`src/rtl/damage_arbiter_ctrl.sv`:
```
// Per-frame round controller: round-robin hit arbitration, invulnerability, death and restart.
// Optional MULTI_HIT_EN: every eligible slot is granted in one frame with scaled damage.
module damage_arbiter_ctrl #(
    parameter int unsigned NUM_SRC      = 20,
    parameter int unsigned HP_W         = 10,
    parameter int unsigned IFRAMES      = 30,
    parameter int unsigned DEATH_FRAMES = 60
) (
    input  logic                frame_clk,
    input  logic                reset,
    input  logic                start,
    input  logic [NUM_SRC-1:0]  hit,
    input  logic [1:0]          bullet_state [NUM_SRC],
    input  logic [HP_W-1:0]     damage_unit,
    input  logic [HP_W-1:0]     hp_init,
    output logic [NUM_SRC-1:0]  hit_ack,
    output logic [HP_W-1:0]     hp,
    output logic                invuln,
    output logic [1:0]          state,
    output logic                gameover,
    output logic                restart_req
);

    localparam int unsigned PTR_W   = (NUM_SRC > 1) ? $clog2(NUM_SRC) : 1;
    localparam int unsigned CNT_MAX = (IFRAMES > DEATH_FRAMES) ? IFRAMES : DEATH_FRAMES;
    localparam int unsigned CNT_W   = $clog2(CNT_MAX + 1);
    localparam int unsigned PROD_W  = HP_W + 5;

    typedef enum logic [1:0] {StIdle = 2'b00, StPlay = 2'b01, StHurt = 2'b10, StDead = 2'b11} st_e;

    st_e                state_q, state_d;
    logic [HP_W-1:0]    hp_q, hp_d, hp_sub;
    logic [PTR_W-1:0]   ptr_q, ptr_d, play_ptr;
    logic [CNT_W-1:0]   cnt_q, cnt_d;
    logic [NUM_SRC-1:0] ack_q, ack_d, play_ack, eligible;
    logic               invuln_q, gameover_q, restart_q, restart_d;
    logic [PROD_W-1:0]  dmg_total;

    always_comb begin
        eligible = '0;
        for (int i = 0; i < NUM_SRC; i++) begin
            eligible[i] = hit[i] & ((bullet_state[i] == 2'b01) | (bullet_state[i] == 2'b10));
        end
    end

`ifdef MULTI_HIT_EN
    localparam int unsigned POP_W = $clog2(NUM_SRC + 1);
    logic [POP_W-1:0] pop;

    always_comb begin
        pop = '0;
        for (int i = 0; i < NUM_SRC; i++) begin
            pop = pop + POP_W'(eligible[i]);
        end
    end

    assign dmg_total = PROD_W'(pop) * PROD_W'(damage_unit);
    assign play_ack  = eligible;
    assign play_ptr  = '0;
`else
    logic [PTR_W-1:0] grant_idx;
    logic [PTR_W:0]   sum;
    logic             found;

    // Scan ptr, ptr+1, ... with wrap; first eligible slot wins.
    always_comb begin
        grant_idx = '0;
        found     = 1'b0;
        sum       = '0;
        for (int k = 0; k < NUM_SRC; k++) begin
            sum = {1'b0, ptr_q} + (PTR_W+1)'(k);
            if (sum >= (PTR_W+1)'(NUM_SRC)) begin
                sum = sum - (PTR_W+1)'(NUM_SRC);
            end
            if (!found && eligible[sum[PTR_W-1:0]]) begin
                grant_idx = sum[PTR_W-1:0];
                found     = 1'b1;
            end
        end
    end

    always_comb begin
        play_ack            = '0;
        play_ack[grant_idx] = 1'b1;
    end

    assign play_ptr  = (grant_idx == PTR_W'(NUM_SRC - 1)) ? '0 : grant_idx + 1'b1;
    assign dmg_total = PROD_W'(damage_unit);
`endif

    assign hp_sub = (dmg_total >= PROD_W'(hp_q)) ? '0 : hp_q - dmg_total[HP_W-1:0];

    always_comb begin
        state_d   = state_q;
        hp_d      = hp_q;
        ptr_d     = ptr_q;
        cnt_d     = cnt_q;
        ack_d     = '0;
        restart_d = 1'b0;
        case (state_q)
            StIdle: begin
                if (start) begin
                    if (hp_init == '0) begin
                        state_d = StDead;
                        cnt_d   = CNT_W'(DEATH_FRAMES - 1);
                    end else begin
                        state_d = StPlay;
                    end
                end
            end
            StPlay: begin
                if (|eligible) begin
                    ack_d = play_ack;
                    ptr_d = play_ptr;
                    hp_d  = hp_sub;
                    if (hp_sub == '0) begin
                        state_d = StDead;
                        cnt_d   = CNT_W'(DEATH_FRAMES - 1);
                    end else begin
                        state_d = StHurt;
                        cnt_d   = CNT_W'(IFRAMES - 1);
                    end
                end
            end
            StHurt: begin
                // Clear every live bullet touching us, but apply no damage.
                ack_d = eligible;
                if (cnt_q == '0) begin
                    state_d = StPlay;
                end else begin
                    cnt_d = cnt_q - 1'b1;
                end
            end
            StDead: begin
                if (cnt_q == '0) begin
                    state_d   = StIdle;
                    restart_d = 1'b1;
                    hp_d      = hp_init;
                    ptr_d     = '0;
                end else begin
                    cnt_d = cnt_q - 1'b1;
                end
            end
            default: state_d = StIdle;
        endcase
    end

    always_ff @(posedge frame_clk) begin
        if (reset) begin
            state_q    <= StIdle;
            hp_q       <= hp_init;
            ptr_q      <= '0;
            cnt_q      <= '0;
            ack_q      <= '0;
            invuln_q   <= 1'b0;
            gameover_q <= 1'b0;
            restart_q  <= 1'b0;
        end else begin
            state_q    <= state_d;
            hp_q       <= hp_d;
            ptr_q      <= ptr_d;
            cnt_q      <= cnt_d;
            ack_q      <= ack_d;
            invuln_q   <= (state_d == StHurt);
            gameover_q <= (state_d == StDead);
            restart_q  <= restart_d;
        end
    end

    assign hit_ack     = ack_q;
    assign hp          = hp_q;
    assign invuln      = invuln_q;
    assign state       = state_q;
    assign gameover    = gameover_q;
    assign restart_req = restart_q;

endmodule

```
`config.mk`:
```
export PLATFORM = sky130hd
export DESIGN_NAME = damage_arbiter_ctrl
export DESIGN_NICKNAME = d
export VERILOG_FILES = /design/src/rtl/damage_arbiter_ctrl.sv
export SDC_FILE = /design/constraint.sdc
export NUM_CORES = 1
export LEC_CHECK = 0
export ABC_CLOCK_PERIOD_IN_PS = 5350
export CORE_MARGIN = 2
export CORE_UTILIZATION = 32
export DETAILED_ROUTE_END_ITERATION = 10
export REMOVE_ABC_BUFFERS = 1
export SYNTH_ARGS = -nofsm -noshare
export SYNTH_HDL_FRONTEND = slang
export SYNTH_SLANG_ARGS = --single-unit
```
`constraint.sdc`:
```
create_clock -name frame_clk -period 5.35 [get_ports frame_clk]
set_input_delay 0.535 -clock frame_clk [delete_from_list [all_inputs] [get_ports frame_clk]]
set_output_delay 0.535 -clock frame_clk [all_outputs]
set_load 0.02 [all_outputs]
```
; ---- Word-level counts from Yosys, hierarchy flattened
; Index checks and enable logic that the tools add are counted.
[op_classes]
n_mux = 126
n_eq_ne = 53
order_cmp = 43
reduce_logical = 51
n_addsub = 42
bitwise_logic = 41
[ops]
columns = op, n
row1 = $mux 5, 43
row2 = $lt 5x6->1 const B, 21
row3 = $ge 6x5->1 const B, 19
row4 = $bmux 1 s5, 20
row5 = $sub 5x5->5 const B, 20
row6 = $add 5x4->6 const B, 8
row7 = $eq 2x2->1 const B, 24
row8 = $eq 2x1->1 const B, 21
row9 = $mux 1, 42
row10 = $mux 10, 4
row11 = $pmux 20 s2, 1
row12 = $mux 6, 5
row13 = $add 5x3->6 const B, 4
row14 = $add 5x5->6 const B, 4
row15 = $and 1x1->1, 20
row16 = $logic_and 1x1->1, 20
row17 = $logic_not 10->1, 2
row18 = $mux 20, 1
row19 = $or 1x1->1, 20
row20 = $pmux 10 s2, 1
row21 = $reduce_or 20->1, 1
row22 = $logic_not 1->1, 19
row23 = $pmux 6 s3, 1
row24 = $add 5x2->6 const B, 2
row25 = other kinds (22), 33
[totals]
ff_bits = 46
word_cells = 364
input_bits = 83
output_inout_bits = 35

; ---- Logic depth before layout (Yosys ltp)
; Gate-level depths: netlist (run 1).
[depth]
depth_word = 69
ltp_mapped = 25
ltp_nobuf = 23

; ---- Least setup slack after synthesis (run 1)
; Ideal clock, no wire load.
[synth_timing]
kind = register to register
from = register ptr_q[1]
to = register ptr_q[1]
path_slack_ns = -0.527
synth_period_minus_slack_ns = 5.877
setup_ns = 0.132
required_time_ns = 5.218
path_stages_with_launch = 25
arrival_time_ns = 5.745
n_path_buf = 5
cell_sequence = dfxtp_1 -> buf_2 -> clkinv_1 -> clkbuf_1 -> ha_1 -> clkbuf_1 -> clkinv_1 -> ha_1 -> clkbuf_1 -> a21bo_2 -> o21ai_0 -> a311o_1 -> mux2_4 -> a221o_1 -> nor3_4 -> and3_1 -> buf_4 -> nand4b_4 -> or3_4 -> and3_1 -> o2bb2ai_4 -> ha_1 -> nor3b_1 -> o21ai_0 -> a21oi_1
[synth_between]
elab_chain_cells = 66
elab_cells_between_ends = 201
classes_between = add/sub (40) / order compare (20) / eq/ne (1) / mux (102) / reduce/logical (38)
[synth_lines]
columns = element, line_no
row1 = start: declaration, 33  ; logic [PTR_W-1:0] ptr_q, ptr_d, play_ptr;
row2 = start signal: assignment, 161  ; ptr_q <= ptr_d;
row3 = "parallel branches: the longest is 61 deep, another holds $add 5x1->6", --
row4 = $mux 5 *, 75  ; if (!found && eligible[sum[PTR_W-1:0]]) begin
row5 = $add 5x1->5 / $eq 5x5->1 (equally long branches), 87  ; assign play_ptr = (grant_idx == PTR_W'(NUM_SRC - 1)) ? '0 : grant_idx + 1'b1;
row6 = $mux 5 *, 87
row7 = $mux 5 *, 112  ; if (|eligible) begin
row8 = $pmux 5 s2 *, 100  ; case (state_q)
; Mark *: on every way between the ends. The select of a mux whose other input is x is not followed.
; A chain may end at the register's enable or synchronous reset.

; ---- Worst setup path after layout (run 1)
[layout_timing]
from = register ptr_q[3]
to = register ptr_q[4]
; The elaborated chain is that of the path after synthesis.

==> flow_metrics.tcl, run 1 <==
set metrics [dict create \
    synth_top_cell_by_area "ha_1" \
    synth_warnings 0 \
    synth_cells 1133 \
    crit_top_cell "buf_4" \
    crit_path_end_kind "flop" \
    synth_adder_area_share 0.1007 \
    ff2ff_path_depth 18 \
    cts_root_buf "clkbuf_16" \
    grt_pass1_wl_um 55940 \
    yosysSeqAreaShare 0.1187 \
    layout_min_cycle_time_ns 5.184 \
    power_uw 9491 \
    synth_area_leaders "ha_1, dfxtp_1, nand2_1, mux2i_1, xnor2_1" \
    slew_headroom 0.2820 \
    status "complete, no violations" \
    critPathKind "reg -> reg" \
    die_area_mm2 0.02821 \
    power_density_mw_per_mm2 833.4 \
    drcViolationCount 0 \
    die_y_um 167.9 \
    wl_met3_um 3046 \
    postLayoutCoreUtil 0.4273 \
    grt.total_usage 0.2527 \
    drtPass1Iterations 6 \
    hold_path.class "reg -> reg" \
    dp_hpwl_um 30610 \
    wl_met2_um 16610 \
    grt_pass1_vias 9767 \
    start_kind "flop" \
    cp_num_cells 18 \
    nets 1518 \
    drive_above_1_share 0.1820 \
    synth_area_per_cell_um2 7.591 \
    synth_simple_gate_area_share 0.2684 \
    drt-initial-drc-count 764 \
    path_clk_slew_ns 0.07 \
    ir_worst_vdd_v 0.0003627 \
    fin_tns_setup_ns 0 \
    reg2reg_to "ptr_q[4]" \
    synth.most_common_cell "nand2_1" \
    slew_viol_final 0 \
    worst_pin_slew_ns 1.075 \
    arrival_ns 5.36 \
    antenna_found_initial 1 \
    cp_slowest_cell "nor4bb_1" \
    cts_htree_levels 2 \
    crit_path_max_fanout 7 \
    synth_edf_count 10 \
    cts_buffers 5 \
    vias 10110 \
    synth_mux_area_frac 0.1084 \
    overflow 0 \
    wl_met1_um 15310 \
    synth-compound-area-share 0.2907 \
    wl_per_cell_um 21.71 \
    top_layer_used "met4" \
    clk_path_buf_depth 2 \
    design.core.area_mm2 0.02665 \
    diodes 0 \
    synth-main-ff-cell "dfxtp_1" \
    ys_ff_latch 46 \
    die-width_um 167.9 \
    drtAntennaViolNets 0 \
    final_area_mm2 0.01139 \
    cp_cell_sequence "inv_2 > buf_4 > ha_1 > nor4bb_1 > a32oi_1 > nor3b_1 > mux2i_1 > o211ai_1 > buf_4 > nand3_2 > or4_4 > buf_4 > nor2_1 > o32ai_2 > or3_4 > nand2_1 > o22ai_1 > a22o_1" \
    port_buffers 117 \
    leakage_uw 0.004729 \
    initial_utilization 0.3227 \
    finalWirelength_um 37100 \
    r2r-start "ptr_q[3]" \
    rows 60 \
    synth_top_family_by_area "compound AO/OA/AOI/OAI gates" \
    clk_latency_ns 0.29 \
    critPathBufInv 4 \
    hold_viol_final 0 \
    cts_tree "yes" \
    synthArstFlopShare 0 \
    min_period_over_period 0.9689 \
    crit_required_ns 5.52 \
    io_pins 118 \
    fin_skew_ns 0.01340 \
    clkSinkCount 46 \
    crit_family "simple AND/OR/NAND/NOR gates" \
    synth_xor_area_frac 0.06706 \
    endpoint "ptr_q[4]" \
    syn-cell-area_mm2 0.008601 \
    finalWeightedCongestion 1.116 \
    setup_violations 0 \
    reg2reg_slack_ns 0.17 \
    synthTopCellsByCount "nand2_1, nor2_1, ha_1" \
    cts_hold_buf 0 \
    avgViaCountPerCell 5.918 \
    netlist.area_leader.share 0.09601 \
    slowest_delay_ns 0.72 \
    crit_start "ptr_q[3]" \
    fmax_mhz 192.9 \
    areaGrowthSynthToFinish_pct 32.40 \
    grt_start_max_net_pins 28 \
    drv_cap 0 \
    placed_area_mm2 0.01114 \
    synthDistinctLibCells 105 \
]
worst min path at each step:
stage              from       end  slack, ns  depth (start not counted)
2_1_floorplan  cnt_q[1]  cnt_q[1]       0.48                          2
4_1_cts        cnt_q[1]  cnt_q[1]       0.52                          2
5_1_grt        cnt_q[1]  cnt_q[1]       0.55                          2
6_report       cnt_q[0]  cnt_q[0]       0.52                          2
3_3_place_gp   cnt_q[1]  cnt_q[1]       0.50                          2
3_5_place_dp   cnt_q[1]  cnt_q[1]       0.51                          2
cell families (layout without fill, tap and decap cells):
logic type	Yosys count	in the layout
fa+ha+maj	68	68
flops	46	46
simple gates	437	437
mux	74	74
buf+inv	93	328
compound gates	350	350
xor+xnor	65	65
cell usage in the layout, fill, tap and decap left out, drive strengths merged, types with 11 or more instances in the layout:
cell type      instances
a21oi                 59
a211oi                14
inv                   54
o21ai                 62
nand4                 18
a221oi                23
nor3                  31
dfxtp                 36
nor2                  72
or2                   12
nor2b                 30
nand3                 25
and2                  35
xnor2                 44
a21boi                11
o31ai                 14
mux4                  13
and3                  14
mux2i                 44
ha                    66
buf                  146
o211ai                17
nand2                129
mux2                  17
a31oi                 13
nor4                  11
nand2b                22
or3                   16
o22ai                 23
a21o                  19
xor2                  21
clkdlybuf4s50        117
report_power, final:
part,switching (uW),total [uW],internal (uW),leakage (uW)
registers,93.7,545,451,0.000397
logic,4830,8590,3770,0.00425
clock network,131,352,221,0.0000781
layer usage:
metal,vias up,track usage
met3,103,0.04114
met4,0,0.1289
met2,516,0.4118
li1,4732,-
met5,-,0
met1,4763,0.3229
through the flow:
step,std cells,worst slack [ns],hold WS (ns)
after global placement,1700,0.07903,0.4987
after global routing,1709,-0.01043,0.5512
after floorplan,1097,-0.9498,0.4771
after CTS,1708,0.009950,0.5204
after detailed placement,1700,0.04266,0.5072
final,1709,0.1664,0.5165
area by class of cell:
| class | instances | area, um2 |
|---|---|---|
| inverters | 57 | 217.7 |
| multi-input cells | 994 | 7248 |
| fillers | 2704 | 15260 |
| repair buffers | 263 | 2308 |
| clock inverters | 1 | 30.03 |
| clock buffers | 7 | 132.6 |
| well taps | 341 | 426.7 |
| flip-flops and latches | 46 | 1023 |
sequential cells by signal, summed over array words and instances, names as in the netlist:
signal       cells
restart_req      1
state            2
ptr_q            5
hp              10
hit_ack         20
cnt_q            6
invuln           1
gameover         1
worst min-delay path, stage by stage, from the launching register on:
cell and delay (ns):
dfxtp_1 0.32, nor2_1 0.10, a211oi_1 0.05
what timing repair did:
| action | 4_1_cts | 5_1_grt |
|---|---|---|
| endpoints found under the hold margin | 0 | 0 |
| setup buffers | 0 | 1 |
| endpoints found under the setup margin | 2 | 25 |
| gates resized for setup | 1 | 22 |
| pin swaps | 0 | 1 |
No activity file was read; power rests on OpenSTA's default activity.
==> inputs of run 2 (changes only) <==
CTS_CLUSTER_SIZE = 14   (was not set)
==> results of run 2 <==
Final layout, timing and power as in run 1 (identical DEF).
